==> config.mk <==
export PLATFORM = sky130hd
export DESIGN_NAME = lsu_mem_initiator
export DESIGN_NICKNAME = d
export VERILOG_FILES = /design/src/rtl/lsu_mem_initiator.sv
export SDC_FILE = /design/constraint.sdc
export NUM_CORES = 1
export LEC_CHECK = 0
export CAP_MARGIN = 5
export CORE_AREA = 2 2 112 114
export CTS_CLUSTER_DIAMETER = 80
export CTS_CLUSTER_SIZE = 16
export DETAILED_ROUTE_END_ITERATION = 12
export DIE_AREA = 0 0 114 116
export PLACE_DENSITY_LB_ADDON = 0.08
export SLEW_MARGIN = 20
export SYNTH_ARGS = -nofsm -noshare
export SYNTH_HDL_FRONTEND = slang
export SYNTH_SLANG_ARGS = --single-unit
==> constraint.sdc <==
create_clock -name clk -period 1.7 [get_ports clk]
set_clock_uncertainty 0.15 [all_clocks]
set_input_delay 0.34 -clock clk [delete_from_list [all_inputs] [get_ports clk]]
set_output_delay 0.34 -clock clk [all_outputs]
set_load 0.02 [all_outputs]
==> src/rtl/lsu_mem_initiator.sv <==
// Load/store initiator: decodes a core request into a word-addressed memory access,
// waits for mem_ready with a timeout, and returns an extended load result or fault code.
module lsu_mem_initiator #(
    parameter int ADDR_W  = 6,
    parameter int TIMEOUT = 15
) (
    input  logic              clk,
    input  logic              rst,
    input  logic              req_valid,
    output logic              req_ready,
    input  logic              req_store,
    input  logic [2:0]        req_funct3,
    input  logic [31:0]       req_addr,
    input  logic [31:0]       req_wdata,
    output logic              busy,
    output logic              resp_valid,
    output logic [31:0]       resp_rdata,
    output logic [1:0]        resp_err,
    output logic              mem_req,
    output logic              mem_we,
    output logic [ADDR_W-1:0] mem_addr,
    output logic [3:0]        mem_be,
    output logic [31:0]       mem_wdata,
    input  logic              mem_ready,
    input  logic [31:0]       mem_rdata
);
    typedef enum logic [1:0] {S_IDLE, S_BUS, S_RESP} state_t;

    localparam logic [7:0] CNT_LAST = 8'(TIMEOUT - 1);

    state_t             state, state_nx;
    logic [7:0]         cnt;
    logic [2:0]         f3_q;
    logic [1:0]         off_q;
    logic               we_q;
    logic [ADDR_W-1:0]  addr_q;
    logic [3:0]         be_q;
    logic [31:0]        wdata_q;
    logic [31:0]        rdata_q;
    logic [1:0]         err_q;

    logic               accept, legal, misal, expire;
    logic [1:0]         dec_err;
    logic [3:0]         dec_be;
    logic [31:0]        dec_wdata, lane, load_val;
    logic               unused_addr;

    assign unused_addr = ^req_addr[31:ADDR_W+2];

    assign req_ready  = (state == S_IDLE);
    assign busy       = (state != S_IDLE);
    assign resp_valid = (state == S_RESP);
    assign mem_req    = (state == S_BUS);
    assign mem_we     = mem_req & we_q;
    assign mem_addr   = mem_req ? addr_q  : '0;
    assign mem_be     = mem_req ? be_q    : '0;
    assign mem_wdata  = mem_req ? wdata_q : '0;
    assign resp_rdata = rdata_q;
    assign resp_err   = err_q;

    assign accept = req_valid && req_ready;
    assign expire = (cnt == CNT_LAST);

    // Request decode; funct3[1:0] encodes the access size for every legal op.
    always_comb begin
        legal     = req_store ? (req_funct3 inside {3'b000, 3'b001, 3'b010})
                              : (req_funct3 inside {3'b000, 3'b001, 3'b010, 3'b100, 3'b101});
        misal     = ((req_funct3[1:0] == 2'b01) && req_addr[0]) ||
                    ((req_funct3[1:0] == 2'b10) && (req_addr[1:0] != 2'b00));
        dec_err   = !legal ? 2'b10 : (misal ? 2'b01 : 2'b00);
        dec_be    = 4'b1111;
        dec_wdata = req_wdata;
        case (req_funct3[1:0])
            2'b00: begin
                dec_be    = 4'b0001 << req_addr[1:0];
                dec_wdata = {4{req_wdata[7:0]}};
            end
            2'b01: begin
                dec_be    = req_addr[1] ? 4'b1100 : 4'b0011;
                dec_wdata = {2{req_wdata[15:0]}};
            end
            default: ;
        endcase
    end

    always_comb begin
        lane = mem_rdata >> {off_q, 3'b000};
        case (f3_q)
            3'b000:  load_val = {{24{lane[7]}}, lane[7:0]};
            3'b001:  load_val = {{16{lane[15]}}, lane[15:0]};
            3'b100:  load_val = {24'd0, lane[7:0]};
            3'b101:  load_val = {16'd0, lane[15:0]};
            default: load_val = lane;
        endcase
    end

    always_comb begin
        state_nx = state;
        case (state)
            S_IDLE: if (accept) state_nx = (dec_err == 2'b00) ? S_BUS : S_RESP;
            S_BUS:  if (mem_ready || expire) state_nx = S_RESP;
            S_RESP: state_nx = S_IDLE;
            default: state_nx = S_IDLE;
        endcase
    end

    always_ff @(posedge clk) begin
        if (rst) begin
            state   <= S_IDLE;
            cnt     <= '0;
            f3_q    <= '0;
            off_q   <= '0;
            we_q    <= 1'b0;
            addr_q  <= '0;
            be_q    <= '0;
            wdata_q <= '0;
            rdata_q <= '0;
            err_q   <= '0;
        end else begin
            state <= state_nx;
            case (state)
                S_IDLE: begin
                    cnt <= '0;
                    if (accept) begin
                        f3_q    <= req_funct3;
                        off_q   <= req_addr[1:0];
                        we_q    <= req_store;
                        addr_q  <= req_addr[ADDR_W+1:2];
                        be_q    <= dec_be;
                        wdata_q <= req_store ? dec_wdata : 32'd0;
                        if (dec_err != 2'b00) begin
                            rdata_q <= '0;
                            err_q   <= dec_err;
                        end
                    end
                end
                S_BUS: begin
                    cnt <= cnt + 8'd1;
                    // ready on the expiry cycle still completes the access
                    if (mem_ready) begin
                        rdata_q <= we_q ? 32'd0 : load_val;
                        err_q   <= 2'b00;
                    end else if (expire) begin
                        rdata_q <= '0;
                        err_q   <= 2'b11;
                    end
                end
                default: cnt <= '0;
            endcase
        end
    end
endmodule

# After elaboration in Yosys (flattened, before gate mapping)
# Cells that the tools add are included.
# totals
register_bits	92
in_bits	104
out_inout_bits	81
elab_cells	77
# op_classes
add_sub_neg	1
n_eq_ne	16
n_shift	2
n_mux	26
n_bitwise	2
reduce_logical	20
# ops
op	n
$mux 32	7
$pmux 32 s2	2
$pmux 32 s4	1
$shr 32x5->32	1
$mux 2	8
$eq 3x3->1 const B	4
$add 8x1->8 const B	1
$eq 8x4->1 const B	1
$mux 4	2
$pmux 2 s2	2
$pmux 4 s2	1
$reduce_bool 2->1	4
$eq 3x1->1 const B	2
$logic_not 2->1	3
$logic_not 3->1	2
$mux 6	1
$ne 2x1->1 const B	3
$reduce_bool 5->1	1
$eq 2x1->1 const B	2
$eq 2x2->1 const B	2
$reduce_and 2->1	2
$reduce_and 4->1	1
$shl 1x2->4 const A	1
$eq 3x2->1 const B	1
8 further kinds	12

# Longest topological paths before layout
# Gate-level depths: netlist (run 1).
# depth
depth_word	9
depth_mapped	7
ltp_nobuf	6

# Least setup slack after synthesis (run 1)
# No wires, ideal clock.
# synth_timing
path_type	flip-flop to flip-flop
from	register cnt[0]
to	register err_q[0] (netlist: resp_err[0])
setup_ps	119
arrival_time_ps	1639
t_required_ps	1431
path_slack_ps	-208
path_stages_with_launch	8
n_path_buf	1
synth_period_minus_slack_ps	1908
path_cell_list	dfxtp_1 -> inv_1 -> ha_1 -> and4bb_1 -> a311o_1 -> o211a_4 -> buf_8 -> o221a_1
# synth_via
elab_chain_len	3
# synth_lines
item	line_no	source
start, declared	32	logic [7:0] cnt;
start signal, assigned	138	cnt <= cnt + 8'd1;
$eq 8x4->1	62	assign expire = (cnt == CNT_LAST);
$ne 3x1->1 (no source line)	n/a	
$reduce_and 4->1 (no source line)	n/a	
end signal, assigned	133	err_q <= dec_err;
end, declared	40	logic [1:0] err_q;
# No other way between the ends.
# A chain may end at the register's enable or synchronous reset.

# Worst setup path in the final report (run 1)
# layout_timing
from	register state[1]
to	output mem_wdata[27]
# layout_via
elab_chain_len	2
# layout_lines
item	line_no	source
start, declared	31	state_t state, state_nx;
start signal, assigned	120	state <= state_nx;
$eq 2x1->1	53	assign mem_req = (state == S_BUS);
$mux 32	57	assign mem_wdata = mem_req ? wdata_q : '0;
end, declared	23	output logic [31:0] mem_wdata,
# No other way between the ends.

==> results.yml, run 1 <==
sta:
  fmax_mhz: 530
  rsz0062_at_grt: "true"
  hold_viol: 0
  whs_ns: 0.200
  fin_crit_sh_pct: 111
  totalNegativeSetupSlack_ns: -10.10
  slew_headroom_pct: 67.1
  drv_slew: 0
  setup_viol: 81
  worst_slew_pin_slew_ns: 0.492
  fin_crit_ns: 1.89
  finalWorstSetupSlack_ns: -0.188
floorplanning:
  design.portCount: 185
  coreArea_um2: 11900
  fp.dieH_um: 116
  die_w_um: 114
  start_util_pct: 39.3
  rows: 40
  dieArea_um2: 13200
placement:
  gp_congestion: 0.857
  io_buffers: 160
  hpwl_um: 10800
  placed_area_um2: 6960
clock_tree:
  cts_root_buf: "clkbuf_16"
  cts-htree-levels: 3
  path_clk_slew_ns: 0.06
  cts_inserted_buffers: 9
  cts_tree: "yes"
  cts_buffer_depth: 2
  clock_sinks: 92
  clock_latency_ns: 0.34
synth:
  ys_warn_count: 0
  netlist.area_leader.share_pct: 39.3
  yosys.area.top_type: "dfxtp_1"
  syn_area_per_cell_um2: 8.65
  syn-num-nets: 647
  synth-seq-area-share_pct: 39.3
  ys_ff_latch: 92
  yosys-top-cells-area: "dfxtp_1 (39%), and2_1 (5.9%), nand2_1 (5.5%), mux2i_1 (5.3%), mux2_2 (3.8%)"
  synth.distinct_cells: 53
  synthCells: 541
  syn_area_um2: 4680
worst_setup_path:
  crit_required_ns: 1.21
  worst-path-max-fanout: 14
  cp-start-kind: "flip-flop"
  worstPathArrival_ns: 1.40
  critPathCaptureType: "primary output"
  crit_type: "flip-flop to primary output"
outcome:
  status: "complete, but fails checks"
  violations: "setup timing"
final_layout:
  design_area_um2: 7830
  fin_nets: 863
  syn_to_final_growth_pct: 67.3
  fin_util_pct: 65.8
  fillers: 966
  num_antenna_cells: 0
  drive_gt1_share_pct: 35.7
pwr:
  combinationalPowerShare_pct: 24.2
  swShare_pct: 28.3
  clockPowerShare_pct: 33.7
  cellPowerDensity_nw_per_um2: 697
  ir_worst_vdd_uv: 364
  p_seq_share_pct: 42.1
  power_mw: 5.46
  netSwitchingPower_mw: 1.54
  leakagePower_nw: 3.25
  internal_power_mw: 3.91
run:
  drv_cap: 0
global_route:
  grt_max_degree: 45
  grt_remaining_overflow: 0
  antenna_found_initial: 0
  grt_usage_pct: 23.5
  grt_pass1_vias: 4805
  grt_pass1_wl_um: 24200
detailed_routing:
  routed_wl_um: 16300
  wl_per_cell_um: 17.9
  drc: 0
  drtAntennaViolNets: 0
  drt_pass1_iterations: 4
  vias_per_cell: 5.27
  drt_iter0_markers: 260
  vias: 4777
min_path:
  hp-class: "input port to flip-flop"
==> through the flow <==
| step | worst slack [ns] | cells |
|---|---|---|
| floorplan | -0.163 | 541 |
| global route | -0.231 | 907 |
| detailed placement | -0.547 | 877 |
| global placement | -0.541 | 877 |
| finish | -0.188 | 907 |
| CTS | -0.225 | 898 |
==> worst paths after layout <==
path	from	end	slack, ns	cells after the start
worst max-delay path	state[1]	mem_wdata[27]	-0.19	5
worst min-delay path	req_valid	state[0]	0.20	3
worst max register to register	cnt[0]	resp_err[0]	-0.17	6
worst min register to register	wdata_q[4]	wdata_q[4]	0.30	2
==> power by group through the flow <==
stage / clock network [mW] / registers, mW / logic, mW
floorplan: 0 / 2.35 / 0.555
global placement: 0 / 2.33 / 1.11
detailed placement: 0 / 2.34 / 1.12
CTS: 1.86 / 2.30 / 1.22
global route: 1.96 / 2.31 / 1.41
finish: 1.84 / 2.30 / 1.32
==> synth_stat cells, drive strengths merged <==
cell	n
a2111oi	1
a211oi	22
a21o	1
a21oi	32
a221oi	1
a22oi	17
a311o	1
a311oi	1
a31o	7
a32o	1
and2	44
and2b	1
and3	2
and4bb	1
buf	22
clkbuf	21
dfxtp	92
ha	2
inv	23
mux2	16
mux2i	25
mux4	1
nand2	68
nand2b	4
nand3	21
nand3b	1
nor2	46
nor2b	9
nor3b	1
nor4	1
o2111ai	1
o211a	1
o211ai	1
o21ai	14
o221a	1
o221ai	8
o22ai	2
o2bb2ai	1
o311ai	8
o32ai	8
or2	3
or3	1
or3b	1
xnor2	2
xor2	4
==> critical path, stage by stage, from the launching register on <==
cell and delay, ns:
dfxtp_2 0.34, nand2b_4 0.16, clkinv_8 0.10, buf_12 0.16, and2_4 0.16, buf_6 0.12
==> state kept, by name (all words and copies together), names as in the netlist <==
register and flops:
resp_rdata 32, wdata_q 32, cnt 8, addr_q 6, be_q 4, f3_q 3, off_q 2, resp_err 2
state 2, we_q 1
==> cell type report <==
type | count | area, um^2 | area share (%)
multi-input cells | 386 | 2960 | 37.8
repair buffers | 245 | 2480 | 31.6
flip-flops and latches | 92 | 1850 | 23.6
clock buffers | 11 | 243 | 3.10
well taps | 147 | 184 | 2.35
inverters | 23 | 104 | 1.33
clock inverters | 3 | 15.0 | 0.192
==> layout by cell type (no fill, tap or decap), types with 3 or more instances in the layout <==
| cell type | count |
|---|---|
| o211a_4 | 4 |
| nor2_1 | 43 |
| a211oi_1 | 22 |
| clkdlybuf4s50_1 | 73 |
| o32ai_2 | 8 |
| buf_2 | 3 |
| inv_1 | 20 |
| a31o_4 | 7 |
| a22oi_2 | 3 |
| xor2_1 | 4 |
| dfxtp_1 | 87 |
| buf_4 | 63 |
| dfxtp_2 | 5 |
| o311ai_2 | 7 |
| o221ai_2 | 8 |
| nor2b_1 | 9 |
| clkinv_2 | 3 |
| buf_6 | 51 |
| a21oi_1 | 32 |
| mux2_2 | 16 |
| dlygate4sd2_1 | 38 |
| mux2i_1 | 25 |
| a22oi_1 | 14 |
| and2_4 | 44 |
| buf_12 | 8 |
| o21ai_0 | 12 |
| nand2b_1 | 3 |
| nand3_1 | 20 |
| nand2_1 | 66 |
| clkbuf_16 | 15 |
==> timing repair <==
| item | CTS | global route |
|---|---|---|
| pin swaps | 16 | 31 |
| hold endpoints to repair | 0 | 0 |
| hold buffers | 0 | 0 |
| setup buffers | 3 | 2 |
| gates cloned | 4 | 8 |
| resized for setup | 394 | 26 |
| endpoints found under the setup margin | 139 | 112 |
==> routing by layer <==
metal	global-route usage, %	vias up	share of wire, %
met1	28.5	2223	41
met5	0	-	0
met3	5.18	33	6.4
li1	-	2345	-
met2	39.3	176	49
met4	11.7	0	2.9
==> cell families (layout without fill, tap and decap cells) <==
logic type,count (synthesis),count (layout),share of synthesized area (%)
compound gates,129,132,21.7
fa+ha+maj,2,2,0.534
xor+xnor,6,6,1.12
buf+inv,66,282,6.47
flops,92,92,39.3
mux,42,42,9.67
simple gates,204,204,21.2
No activity file was read; power rests on OpenSTA's default activity.
==> inputs of run 2 (changes only) <==
--- a/config.mk
+++ b/config.mk
@@ -6,11 +6,12 @@
 export NUM_CORES = 1
 export LEC_CHECK = 0
 export CAP_MARGIN = 5
-export CORE_AREA = 2 2 112 114
+export CORE_AREA = 2 2 110 112
+export CTS_BUF_LIST = sky130_fd_sc_hd__clkbuf_4 sky130_fd_sc_hd__clkbuf_8
 export CTS_CLUSTER_DIAMETER = 80
 export CTS_CLUSTER_SIZE = 16
 export DETAILED_ROUTE_END_ITERATION = 12
-export DIE_AREA = 0 0 114 116
+export DIE_AREA = 0 0 112 114
 export PLACE_DENSITY_LB_ADDON = 0.08
 export SLEW_MARGIN = 20
 export SYNTH_ARGS = -nofsm -noshare
==> results.yml, run 2 (synthesis results as in run 1) <==
global_route:
  grt_pass1_vias: 4970
  antenna_found_initial: 0
  grt_max_degree: 35
  grt_remaining_overflow: 0
  grt_pass1_wl_um: 26300
  grt_usage_pct: 26.3
floorplanning:
  fp.dieH_um: 114
  start_util_pct: 40.0
  rows: 40
  dieArea_um2: 12800
  die_w_um: 112
  coreArea_um2: 11700
  design.portCount: 185
detailed_routing:
  drtAntennaViolNets: 0
  drt_pass1_iterations: 4
  drc: 0
  vias: 5017
  routed_wl_um: 17900
  wl_per_cell_um: 19.6
  drt_iter0_markers: 224
  vias_per_cell: 5.48
placement:
  placed_area_um2: 6930
  gp_congestion: 0.850
  io_buffers: 160
  hpwl_um: 10600
  dp_slack_ns: -0.607
  dpl.cell_count: 874
run:
  drv_cap: 0
worst_setup_path:
  crit_type: "flip-flop to primary output"
  crit_slowest_cell: "dfxtp_2"
  crit_path_cell_trace: "nand2b_4 -> inv_8 -> clkbuf_16 -> and2_1 -> buf_6"
  worst-path-max-fanout: 11
  cp-start-kind: "flip-flop"
  crit_required_ns: 1.21
  worstPathArrival_ns: 1.41
  critical-path-max-stage-delay_ns: 0.33
  critPathCaptureType: "primary output"
pwr:
  internal_power_mw: 3.64
  leakagePower_nw: 3.44
  ir_worst_vdd_uv: 412
  p_seq_share_pct: 43.7
  netSwitchingPower_mw: 1.65
  cellPowerDensity_nw_per_um2: 637
  clockPowerShare_pct: 25.2
  combinationalPowerShare_pct: 31.1
  swShare_pct: 31.2
clock_tree:
  cts_root_buf: "clkbuf_8"
  cts_buffer_depth: 2
  cts_hold_buf: 0
  cts_tree: "yes"
  path_clk_slew_ns: 0.09
  clock_sinks: 92
  cts_inserted_buffers: 9
  clock_latency_ns: 0.37
  cts-htree-levels: 3
sta:
  slew_headroom_pct: 63.1
  drv_slew: 0
  fmax_mhz: 525
  fin_crit_sh_pct: 112
  setup_viol: 128
  totalNegativeSetupSlack_ns: -16.11
  rsz0062_at_grt: "true"
  finalWorstSetupSlack_ns: -0.204
  hold_viol: 0
  worst_slew_pin_slew_ns: 0.539
  fin_crit_ns: 1.90
final_layout:
  stdcell_count: 916
  fin_util_pct: 70.9
  fillers: 887
  num_antenna_cells: 0
  final_cell_mix: "dfxtp_1 (88), clkdlybuf4s50_1 (75), buf_4 (61), buf_6 (59), nor2_1 (43)"
  syn_to_final_growth_pct: 77.4
  fin_nets: 872
  design_area_um2: 8300
  drive_gt1_share_pct: 43.3
  mostFrequentLayoutCell: "dfxtp_1"
outcome:
  status: "complete, but fails checks"
  violations: "setup timing"
min_path:
  hp-class: "flip-flop to flip-flop"
-- run 2: final cells by class --
class,instances,area (um^2),share of cell area (%)
multi-input combinational,386,3330,40.2
timing repair buffer,254,2680,32.3
sequential,92,1850,22.2
tap,147,184,2.21
clock buffer,11,145,1.75
inverter,23,98.8,1.19
clock inverter,3,15.0,0.181
-- run 2: metal layers --
metal  track usage (%)  routed length [um]  share of wire [%]  up-vias
met2              46.3                8960                 50      190
met3              4.89                1170                6.5       33
met5                 0                   0                  0        -
li1                  -                   -                  -     2366
met4              10.8                 472                2.6        0
met1              31.8                7320                 41     2428
-- run 2: path summary, 6_finish.rpt --
check | start | end | slack, ns | depth (start not counted)
max | state[1] | mem_addr[3] | -0.20 | 5
max reg2reg | state[1] | resp_rdata[26] | -0.18 | 8
min reg2reg | wdata_q[18] | wdata_q[18] | 0.31 | 2
min | wdata_q[18] | wdata_q[18] | 0.31 | 2
-- run 2: power groups by stage --
stage | clock [mW] | combinational (mW) | sequential, mW
2_1_floorplan | 0 | 0.555 | 2.35
3_3_place_gp | 0 | 1.12 | 2.34
3_5_place_dp | 0 | 1.13 | 2.34
4_1_cts | 1.34 | 1.49 | 2.30
5_1_grt | 1.42 | 1.72 | 2.32
6_report | 1.33 | 1.64 | 2.31
-- run 2: timing repair --
| action | CTS | global route |
|---|---|---|
| cloned | 14 | 3 |
| setup endpoints to repair | 133 | 131 |
| setup buffers | 9 | 4 |
| resized for setup | 435 | 81 |
| pin swaps | 42 | 31 |
-- run 2: worst max-delay path, delay by kind of cell (launching register included) --
kind                   cells  cell delay [ns]
and+or+nand+nor            2             0.31
buffers and inverters      3             0.39
DFF                        1             0.33
-- run 2: through the flow --
| step | hold WS (ns) | power, mW |
|---|---|---|
| after CTS | 0.300 | 5.13 |
| after floorplan | 0.264 | 2.90 |
| after detailed placement | 0.291 | 3.46 |
| after global routing | 0.341 | 5.46 |
| after global placement | 0.285 | 3.45 |
| final | 0.314 | 5.29 |
==> RTL change 1, RTL diff (flow settings as in run 2) <==
Put one more register stage on the output `resp_err`, cleared by the reset. The value now appears one clock later. The other outputs are not delayed to match.
--- a/src/rtl/lsu_mem_initiator.sv
+++ b/src/rtl/lsu_mem_initiator.sv
@@ -56,7 +56,13 @@
     assign mem_be     = mem_req ? be_q    : '0;
     assign mem_wdata  = mem_req ? wdata_q : '0;
     assign resp_rdata = rdata_q;
-    assign resp_err   = err_q;
+    always_ff @(posedge clk) begin
+        if (rst) begin
+            resp_err <= '0;
+        end else begin
+            resp_err <= err_q;
+        end
+    end
 
     assign accept = req_valid && req_ready;
     assign expire = (cnt == CNT_LAST);
Formal check against the unedited RTL: not equivalent (a bounded check fails within 4 cycles, from zero or initial values and one cycle with rst high).
==> RTL change 1 against run 2 <==
The run still ends with negative setup slack left. Register-to-register slack got worse by 0.07 ns. Total power is 5.0% lower. Area after synthesis is 2.3% lower. Cell count down 5.2%. Worst hold slack worse by 0.096 ns. Design area fell by 12%. Sequential cell count increased by 2. Setup slack lost 0.067 ns. Wire length down 19%.
==> RTL change 1: results (changes against run 2) <==
stage,metric,value,unit,change
drt,post_drt_via_cell_ratio,5.18,,was 5.48
placed_design,hpwl,9940,µm,"was 10,600 µm"
power_and_ir_drop,switching_share,0.276,,was 0.312
cts,path_clk_slew,0.09,ns,about the same
cells_and_area,final_net_count,822,,was 872
global_route,track_usage,0.215,,was 0.263
hold_path,hp-class,in -> reg,,was reg -> reg
placed_design,place_congestion,0.824,,was 0.850
logic_synthesis,ys_top_cells_by_count,"94 x dfxtp_1, 49 x a21oi_1, 49 x nand2_1",,"was 92 x dfxtp_1, 68 x nand2_1, 46 x nor2_1"
cts,root_buffer,clkbuf_8,,unchanged
power_and_ir_drop,peakVddDrop,0.000368,V,was 0.000412 V
run_status,violations,negative setup slack,,unchanged
critical_path,worst-path-max-fanout,12,,was 11
critical_path,cpPeakStageDelay,0.33,ns,about the same
logic_synthesis,synth_flop_cell,dfxtp_1,,unchanged
logic_synthesis,synth-xor-area-share,0.0134,,was 0.0112
drt,drt_first_iter_violations,229,,was 224
cells_and_area,drive_above_1_share,0.308,,was 0.433
logic_synthesis,syn_nets,615,,was 647
drt,drtPass1Iterations,5,,was 4
sta,worst_pin_slew,0.526,ns,was 0.539 ns
logic_synthesis,yosys-top-cells-area,"dfxtp_1 41%, and2_1 6.3%, mux2_2 5.9%",,"was dfxtp_1 39%, and2_1 5.9%, nand2_1 5.5%"
cts,worstSkewPairLatency,0.35,ns,was 0.37 ns
sta,setup_violations,80,,was 128
logic_synthesis,async_flop_share,0,,unchanged
logic_synthesis,muxShareOfSynthArea,0.120,,was 0.0967
critical_path,cpMaxStageDelayCell,dfxtp_2,,unchanged
drt,wl,14600,µm,"was 17,900 µm"
placed_design,port_buffers,160,,unchanged
logic_synthesis,yosysSeqAreaShare,0.411,,was 0.393
global_route,grt_pass1_vias,4430,,"was 4,970"
cts,numCtsBuffers,9,,unchanged
critical_path,crit_arrival,1.48,ns,was 1.41 ns
logic_synthesis,synth_compound_area_frac,0.203,,was 0.217
logic_synthesis,synth_top_area_share,0.411,,was 0.393
cts,clk_path_buf_depth,2,,unchanged
cells_and_area,num_antenna_cells,0,,unchanged
critical_path,crit_family,buffers and inverters,,unchanged
sta,setup_slack,-0.270,ns,was -0.204 ns
cells_and_area,nFillCells,1030,,was 887
logic_synthesis,ys_warn_count,0,,unchanged
cts,h-tree-depth,3,,unchanged
global_route,grt_max_degree,42,,was 35
run_status,status,"complete, but fails checks",,unchanged
logic_synthesis,ys_types,50,,was 53
global_route,grt_pass1_wl,22300,µm,"was 26,300 µm"
power_and_ir_drop,leakage,0.00311,µW,was 0.00344 µW
global_route,antenna_found_initial,0,,unchanged
logic_synthesis,synthAdderAreaFrac,0.00547,,was 0.00534
[RTL change 1: cell count changes after synthesis, sizes merged, moves of 9 or more]
| cell | run 2 | this run |
|---|---|---|
| a211oi | 22 | 0 |
| o2bb2ai | 1 | 23 |
| mux2 | 16 | 25 |
| inv | 23 | 7 |
| a221o | 0 | 16 |
| a21oi | 32 | 49 |
| nand2 | 68 | 49 |
[RTL change 1: timing repair]
action,in CTS,in global routing
hold buffers,0,0
pin swaps,2,8
resized for setup,320,42
endpoints found under the setup margin,124,100
setup buffers,4,7
cloned,2,4
[RTL change 1: final cells by class]
type / count / area share
clock buffer: 11 / 0.0199
clock inverter: 5 / 0.00807
inverter: 7 / 0.00361
multi-input combinational: 367 / 0.357
sequential: 94 / 0.259
tap: 147 / 0.0252
timing repair buffer: 237 / 0.328
[RTL change 1: power groups by stage]
stage                     logic, µW  registers (µW)  clock network [µW]
after floorplan                 543            2390                   0
final                          1160            2340                1520
after detailed placement       1090            2380                   0
after CTS                      1120            2330                1560
after global routing           1250            2350                1660
after global placement         1080            2380                   0
[RTL change 1: per-layer routing]
layer / up-vias / routed length (µm) / track usage
met2: 149 / 7240 / 0.372
met5: - / 0 / 0
met3: 19 / 838 / 0.0468
met1: 2109 / 6240 / 0.266
li1: 2216 / - / -
met4: 0 / 269 / 0.0772
[RTL change 1: tightest hold or removal path, cell delays in order]
cell and delay, ns:
buf_2 0.10, buf_4 0.19, a21oi_1 0.05
[RTL change 1: metrics by stage]
step | TNS, ns | cells | instance area [µm²] | setup slack, ns
after floorplan | -1.26 | 509 | 4600 | -0.121
after global placement | -46.17 | 837 | 6730 | -0.681
after detailed placement | -47.58 | 837 | 6730 | -0.681
after CTS | -19.63 | 859 | 7060 | -0.293
after global routing | -22.69 | 868 | 7290 | -0.335
final | -17.71 | 868 | 7290 | -0.270
[RTL change 1: path summary, 6_finish.rpt]
| path | startpoint | to | slack, ns | cells past startpoint |
|---|---|---|---|---|
| max | state[0]$_SDFFE_PP0P_ | mem_wdata[29] | -0.27 | 5 |
| min | rst | off_q[1]$_SDFFE_PP0P_ | 0.22 | 3 |
| max reg2reg | state[1]$_SDFFE_PP0P_ | resp_rdata[22]$_SDFFE_PP0P_ | -0.25 | 6 |
| min reg2reg | addr_q[2]$_SDFFE_PP0P_ | addr_q[2]$_SDFFE_PP0P_ | 0.31 | 2 |
==> RTL change 2, RTL diff (config.mk and constraints of run 2) <==
Made on the original files. The parameter `ADDR_W` goes from 6 to 5.
--- a/src/rtl/lsu_mem_initiator.sv
+++ b/src/rtl/lsu_mem_initiator.sv
@@ -1,7 +1,7 @@
 // Load/store initiator: decodes a core request into a word-addressed memory access,
 // waits for mem_ready with a timeout, and returns an extended load result or fault code.
 module lsu_mem_initiator #(
-    parameter int ADDR_W  = 6,
+    parameter int ADDR_W  = 5,
     parameter int TIMEOUT = 15
 ) (
     input  logic              clk,
Interface: changed (resized mem_addr); port bits go from 185 to 184. The function was not compared with the original's and may differ.
==> RTL change 2 against run 2 <==
The flow still finishes with violations (negative setup slack). Fmax decreased by 9.3%. Register-to-register slack worse by 0.09 ns. Design area down 8.6%. Area after synthesis fell by 0.11%. Non-clock buffer count decreased by 6. Setup slack worse by 0.19 ns. Total power decreased by 6.4%. Wire length fell by 16%. Sequential cell count is 1 lower. Cell count down 1.1%. Critical path type unchanged. Largest power group unchanged. Highest routed layer unchanged.
==> RTL change 2: results (changes against run 2) <==
stage,metric,value,unit,change
run_status,status,"complete, but fails checks",,unchanged
run_status,violations,negative setup slack,,unchanged
global_route,grt_pass1_vias,4752,,"was 4,970"
power_and_ir_drop,p_switching,1500,µW,was 1650 µW
power_and_ir_drop,intPower,3450,µW,was 3640 µW
critical_path,r2r_cells,6,,was 8
placed_design,post-place-cells,882,,was 874
global_route,antenna_found_initial,1,,was 0
placed_design,place_area,0.00712,mm²,was 0.00693 mm²
power_and_ir_drop,peakVddDrop,0.000486,V,was 0.000412 V
drt,dr_wl_met2,7590,µm,was 8960 µm
placed_design,hpwl,11000,µm,"was 10,600 µm"
placed_design,port_buffers,158,,was 160
logic_synthesis,syn_nets,646,,was 647
critical_path,rrSetupSlack,-0.27,ns,was -0.18 ns
critical_path,crit_arrival,1.61,ns,was 1.41 ns
global_route,grt_pass1_wl,23600,µm,"was 26,300 µm"
placed_design,place_congestion,0.847,,was 0.850
critical_path,worst-path-max-fanout,15,,was 11
global_route,grt_max_degree,64,,was 35
sta,setup_violations,78,,was 128
sta,worst_pin_slew,0.853,ns,was 0.539 ns
drt,wl_per_cell,16.7,µm,was 19.6 µm
cts,cts_resized,350,,was 435
sta,setup_slack,-0.398,ns,was -0.204 ns
cells_and_area,final_cells,906,,was 916
hold_path,min_from,wdata_q[16]$_SDFFE_PP0P_,,was wdata_q[18]$_SDFFE_PP0P_
power_and_ir_drop,seqPwrFrac,0.458,,was 0.437
logic_synthesis,yosys-top-cells-area,"dfxtp_1 39%, and2_1 5.8%, mux2i_1 5.6%",,"was dfxtp_1 39%, and2_1 5.9%, nand2_1 5.5%"
global_route,use_met3,0.0648,,was 0.0489
drt,dr_wl_met3,1070,µm,was 1170 µm
logic_synthesis,synth_cells,540,,was 541
placed_design,place_ws,-0.767,ns,was -0.607 ns
logic_synthesis,yosysSeqAreaShare,0.390,,was 0.393
critical_path,crit_path_end,mem_wdata[8],,was mem_addr[3]
drt,drt_first_iter_violations,216,,was 224
sta,hold_slack,0.302,ns,was 0.314 ns
cells_and_area,final_net_count,860,,was 872
drt,wl_met1,6200,µm,was 7320 µm
drt,vias,4736,,"was 5,017"
logic_synthesis,ys_top_cells_by_count,"91 x dfxtp_1, 65 x nand2_1, 43 x and2_1",,"was 92 x dfxtp_1, 68 x nand2_1, 46 x nor2_1"
==> RTL change 2: cell count changes after synthesis, moves of 7 or more <==
cell,before,now
a211oi_1,22,14
nor2_1,46,37
buf_2,14,4
a21oi_1,32,39
clkbuf_1,21,32
o2bb2ai_1,1,8
==> RTL change 2: cell type report <==
type / count / area share
multi-input combinational: 381 / 0.388
timing repair buffer: 248 / 0.314
sequential: 91 / 0.240
tap: 147 / 0.0242
clock buffer: 11 / 0.0183
inverter: 23 / 0.0114
clock inverter: 4 / 0.00379
antenna: 1 / 0.000330
==> RTL change 2: logic make-up (layout without fill, tap and decap cells) <==
family	Yosys count	after routing	synth area share
XOR/XNOR	7	7	0.0131
other	0	1	0
flip-flops	91	91	0.390
AND/OR/NAND/NOR	194	195	0.206
multiplexers	43	43	0.0990
AO/OA/AOI/OAI	133	134	0.222
adder cells (fa/ha/maj)	2	2	0.00535
buffers and inverters	70	286	0.0653
